$ cat src/rtl/sign_contr_multi.sv
// sign_contr_multi: NUM_APP-approach signal controller; main road rests on
// green, side roads are served on latched demand in round-robin order.
module sign_contr_multi #(
  parameter int NUM_APP     = 2,
  parameter int TW          = 8,
  parameter int MIN_GREEN   = 8,
  parameter int MAX_GREEN   = 32,
  parameter int YEL_TIME    = 3,
  parameter int ALLRED_TIME = 2
) (
  input  logic                 CLOCK,
  input  logic                 CLEAR,
  input  logic [NUM_APP-1:0]   CAR_REQ,
  output logic [2*NUM_APP-1:0] SIG,
  output logic [2:0]           ACTIVE,
  output logic [NUM_APP-1:0]   PENDING
);

  typedef enum logic [2:0] {
    MAIN_GREEN,
    MAIN_YEL,
    AR_TO_SIDE,
    SIDE_GREEN,
    SIDE_YEL,
    AR_TO_MAIN
  } state_t;

  localparam logic [1:0] RED    = 2'd0;
  localparam logic [1:0] YELLOW = 2'd1;
  localparam logic [1:0] GREEN  = 2'd2;

  localparam logic [TW:0] T_MIN = (TW+1)'(MIN_GREEN);
  localparam logic [TW:0] T_MAX = (TW+1)'(MAX_GREEN);
  localparam logic [TW:0] T_YEL = (TW+1)'(YEL_TIME);
  localparam logic [TW:0] T_AR  = (TW+1)'(ALLRED_TIME);
  localparam logic [TW:0] T_ONE = (TW+1)'(1);

  localparam logic [TW-1:0] T_SAT = '1;
  localparam logic [TW-1:0] T_INC = (TW)'(1);

  localparam logic [NUM_APP-1:0] SIDE_MASK = ~((NUM_APP)'(1));
  localparam logic [2*NUM_APP-1:0] SIG_RST = (2*NUM_APP)'(GREEN);
  localparam logic [2:0] LAST_APP = 3'(NUM_APP-1);

  state_t              state;
  state_t              state_n;
  logic [TW-1:0]       timer;
  logic [TW:0]         t1;
  logic [2:0]          rr_ptr;
  logic [2:0]          rr_n;
  logic [2:0]          sel_n;
  logic [2:0]          pick;
  logic                found;
  logic                req_sel;
  logic [NUM_APP-1:0]  pend_n;
  logic [2*NUM_APP-1:0] sig_n;

  // Round-robin pick: first pending side road at or after rr_ptr, wrapping to 1.
  always_comb begin
    pick  = 3'd0;
    found = 1'b0;
    for (int k = 0; k < NUM_APP-1; k++) begin
      for (int i = 1; i < NUM_APP; i++) begin
        if (!found && PENDING[i] &&
            ((int'(rr_ptr) + k == i) ||
             (int'(rr_ptr) + k - (NUM_APP-1) == i))) begin
          found = 1'b1;
          pick  = 3'(i);
        end
      end
    end
  end

  always_comb begin
    req_sel = 1'b0;
    for (int i = 1; i < NUM_APP; i++) begin
      if (ACTIVE == 3'(i)) req_sel = CAR_REQ[i];
    end
  end

  always_comb begin
    t1      = {1'b0, timer} + T_ONE;
    state_n = state;
    sel_n   = ACTIVE;
    rr_n    = rr_ptr;
    unique case (state)
      MAIN_GREEN: begin
        if (t1 >= T_MIN && found) begin
          state_n = MAIN_YEL;
          sel_n   = pick;
          rr_n    = (pick == LAST_APP) ? 3'd1 : pick + 3'd1;
        end
      end
      MAIN_YEL: begin
        if (t1 == T_YEL) state_n = AR_TO_SIDE;
      end
      AR_TO_SIDE: begin
        if (t1 == T_AR) state_n = SIDE_GREEN;
      end
      SIDE_GREEN: begin
        if ((t1 >= T_MIN && !req_sel) || t1 == T_MAX) state_n = SIDE_YEL;
      end
      SIDE_YEL: begin
        if (t1 == T_YEL) state_n = AR_TO_MAIN;
      end
      AR_TO_MAIN: begin
        if (t1 == T_AR) begin
          state_n = MAIN_GREEN;
          sel_n   = 3'd0;
        end
      end
      default: state_n = MAIN_GREEN;
    endcase
  end

  // The served road's request is held clear on green entry and throughout green.
  always_comb begin
    pend_n = (PENDING | CAR_REQ) & SIDE_MASK;
    for (int i = 1; i < NUM_APP; i++) begin
      if (ACTIVE == 3'(i) &&
          (state == SIDE_GREEN || state_n == SIDE_GREEN)) begin
        pend_n[i] = 1'b0;
      end
    end
  end

  always_comb begin
    sig_n = {NUM_APP{RED}};
    unique case (state_n)
      MAIN_GREEN: sig_n[1:0] = GREEN;
      MAIN_YEL:   sig_n[1:0] = YELLOW;
      SIDE_GREEN, SIDE_YEL: begin
        for (int i = 1; i < NUM_APP; i++) begin
          if (sel_n == 3'(i)) begin
            sig_n[2*i +: 2] = (state_n == SIDE_GREEN) ? GREEN : YELLOW;
          end
        end
      end
      default: sig_n = {NUM_APP{RED}};
    endcase
  end

  always_ff @(posedge CLOCK or posedge CLEAR) begin
    if (CLEAR) begin
      state   <= MAIN_GREEN;
      timer   <= '0;
      PENDING <= '0;
      ACTIVE  <= 3'd0;
      rr_ptr  <= 3'd1;
      SIG     <= SIG_RST;
    end else begin
      state   <= state_n;
      PENDING <= pend_n;
      ACTIVE  <= sel_n;
      rr_ptr  <= rr_n;
      SIG     <= sig_n;
      if (state_n != state) timer <= '0;
      else if (timer != T_SAT) timer <= timer + T_INC;
    end
  end

endmodule
$ cat config.mk
export PLATFORM = sky130hd
export DESIGN_NAME = sign_contr_multi
export DESIGN_NICKNAME = d
export VERILOG_FILES = /design/src/rtl/sign_contr_multi.sv
export SDC_FILE = /design/constraint.sdc
export NUM_CORES = 1
export LEC_CHECK = 0
export ABC_AREA = 1
export BUFFER_PORTS_ARGS = -buffer_cell sky130_fd_sc_hd__buf_2
export CORE_MARGIN = 5
export CORE_UTILIZATION = 50
export DETAILED_ROUTE_END_ITERATION = 16
export GPL_ROUTABILITY_DRIVEN = 0
export PLACE_DENSITY_LB_ADDON = 0.3
export SLEW_MARGIN = 20
export SYNTH_ARGS = -nofsm -noshare
export SYNTH_HDL_FRONTEND = slang
export SYNTH_SLANG_ARGS = --single-unit
$ cat constraint.sdc
create_clock -name CLOCK -period 5.87 [get_ports CLOCK]
set_clock_uncertainty 0.2 [all_clocks]
set_input_delay 0.587 -clock CLOCK [delete_from_list [all_inputs] [get_ports CLOCK]]
set_output_delay 0.587 -clock CLOCK [all_outputs]
set_load 0.01 [all_outputs]
==> metrics <==
H-tree lvl count=1; root buf cell=clkbuf_4; met3 WL post-DR=68 µm; top_reg_cell synth=dfrtp_1; Buf+Inv Stages, Crit Path=1; Reg clk slew, reported paths=0.12 ns; Avg WL per Cell=11.5 µm; DR vias=1082; Setup WS post-layout=3.45 ns; Int Pwr=262 µW; sw frac=44.4%; ratio of cells with drive above 1 in the final layout=29.2%; net switching power=209 µW; total chip power=472 µW; Worst-Skew Late Latency=0.31 ns; Clock power frac=14.6%; Die X=62.1 µm; grt total ovfl=0; Starting Density=53.2%; Setup violations, final=0; Area Growth Syn to Fin=7.94%; port bufs=10; run status=finished, final reports clean; hold buffer count at cts=0; depth of the most critical reg-to-reg path=14; DR DRC count=0; Chip Height=62.1 µm; Crit Path Category=reg2reg; # IOs=13; DRT Wirelength=2560 µm; Mapped Cells=179; DPL Wire Length=2060 µm; DRT iter0 DRCs=51; worst setup path startpoint=timer[1]$_DFFE_PP0P_; Yosys warnings=0; critical path required time=5.91 ns; Seq/Total Area, Yosys=35.2%; Layout Nets=201; vias per inst=4.87; non-filler instance count after layout=222; Final min period=2.42 ns; vias in the first global route=1059; startpoint types=flop; relative slew slack=50.4%; combinational group share of total power=47.5%; antenna-violating nets left=0; cells along the critical path=ha_1, nand2_2, nor2_4, nand2_2, nand3_1, nor2_1, nand3_2, nand2_2, nand2_1, inv_2, nand3_4, nand2_4, nand3_4, nor2_2; first-pass GRT wire length=4600 µm; most common cell after layout, fill and taps aside=nand2_1; Worst R2R Setup Slack=3.45 ns; Total GRT Usage=16.4%; slowest stage delay, CP=0.47 ns; setup tns final=0 ns; Pleak=0.812 nW; slowest CP cell=dfrtp_1; largest net degree at the start of global routing=20; CORE AREA=2540 µm²; most frequent cells in the layout=nand2_1 (35), inv_1 (29), dfrtp_1 (18); num rows=18; Post-synth EDFFs=0; CP Capture Type=flop; met1 WL=1260 µm; Placed Cells=218; fraction of registers with async set/reset=100%; Clock Path Buffers=2; Max Freq=412 MHz; CP top delay family=simple AND/OR/NAND/NOR gates; hold slack=0.183 ns; RSZ-0062 raised after global routing=no; PD cells=323 nW/µm²; initial antenna violation count=0; CTS tree=yes; Mean Syn Cell Area=7.57 µm²; Syn Nets=187; Reg-to-Reg End=timer[1]$_DFFE_PP0P_; quantity of gates resized following cts=0; Max Slew Vio Count=0; setup bufs post-CTS=0; FF-to-FF Start=timer[1]$_DFFE_PP0P_; most used cell along the critical path=nand2_2; Worst EP arrival=2.47 ns; metal2 WL=1190 µm; CTS Buf Count=3; FF+latch count, synth=19; worst slew pin tran=0.743 ns; Netlist Area Pre-Place=1360 µm²; DP Area=1440 µm²; Max-Cap Viols=0; fin area=1460 µm²; Sink Count=19; final period utilization=41.3%; final hold viol count=0; Place WS=3.46 ns; full die area=3850 µm²; Final Util=57.5%; Sequential Power Share=37.9%; Max Fanout on Critical Path=8; drt first pass iters=4; worst min-delay path class=in2async; Diodes inserted=0; max layer used=met4; Peak VDD IR=0.000248 V; synth unique cells=26
state kept, by name (all words and copies together), names as in the netlist:
signal and flops:
SIG 4, state 3, timer 8, ACTIVE 3, PENDING 1
cell type report:
| cell class | count | area (µm²) |
|---|---|---|
| clock buffer | 3 | 22.5 |
| clock inverter | 1 | 5.00 |
| fill | 248 | 1080 |
| inverter | 31 | 116 |
| multi-input combinational | 128 | 754 |
| sequential | 19 | 477 |
| tap | 30 | 37.5 |
| timing repair buffer | 10 | 50.0 |
power groups by stage:
stage,registers [mW],clock network (mW),logic (mW)
6_report,0.179,0.0690,0.224
5_1_grt,0.183,0.0762,0.255
4_1_cts,0.179,0.0723,0.228
3_5_place_dp,0.182,0,0.227
3_3_place_gp,0.181,0,0.224
2_1_floorplan,0.186,0,0.175
layer usage:
metal | global-route usage [%] | up-vias
met4 | 6.36 | 0
met2 | 25.6 | 14
met3 | 2.07 | 5
met1 | 22.9 | 490
li1 | - | 573
met5 | 0 | -
cell usage after synthesis, drive strengths merged, types with 2 or more instances:
cell	instances	area [µm²]
nand2	52	253
nor2	34	195
inv	31	116
nand3	20	143
dfrtp	18	450
a21oi	4	20.0
ha	4	50.1
nand4	3	18.8
nand3b	2	15.0
nor3	2	10.0
o21ai	2	10.0
worst reg2reg max path, stage by stage, from the launching register on:
cell and delay (ns):
dfrtp_1 0.47, ha_1 0.26, nand2_2 0.11, nor2_4 0.05, nand2_2 0.14, nand3_1 0.12
nor2_1 0.22, nand3_2 0.12, nand2_2 0.10, nand2_1 0.06, inv_2 0.07, nand3_4 0.11
nand2_4 0.08, nand3_4 0.14, nor2_2 0.12
worst max path at each step:
stage	end	slack, ns	depth (start not counted)
final	timer[1]$_DFFE_PP0P_	3.45	14
after CTS	timer[2]$_DFFE_PP0P_	3.43	14
after global placement	timer[1]$_DFFE_PP0P_	3.47	14
after floorplan	timer[1]$_DFFE_PP0P_	3.71	12
after detailed placement	timer[2]$_DFFE_PP0P_	3.46	14
after global routing	timer[2]$_DFFE_PP0P_	3.19	14
cells by family (layout without fill, tap and decap cells):
kind of cell               count (synthesis)  after routing  share of synthesized area (%)
AOI/OAI and AO/OA                          7              7                           3.05
xor gates and xnor gates                   2              2                           1.29
adders and majority gates                  4              4                           3.69
buffers and inverters                     32             45                           9.14
DFF                                       19             19                           35.2
other                                      1              1                          0.277
and+or+nand+nor                          114            114                           47.4
(Power assumes the default switching activity.)
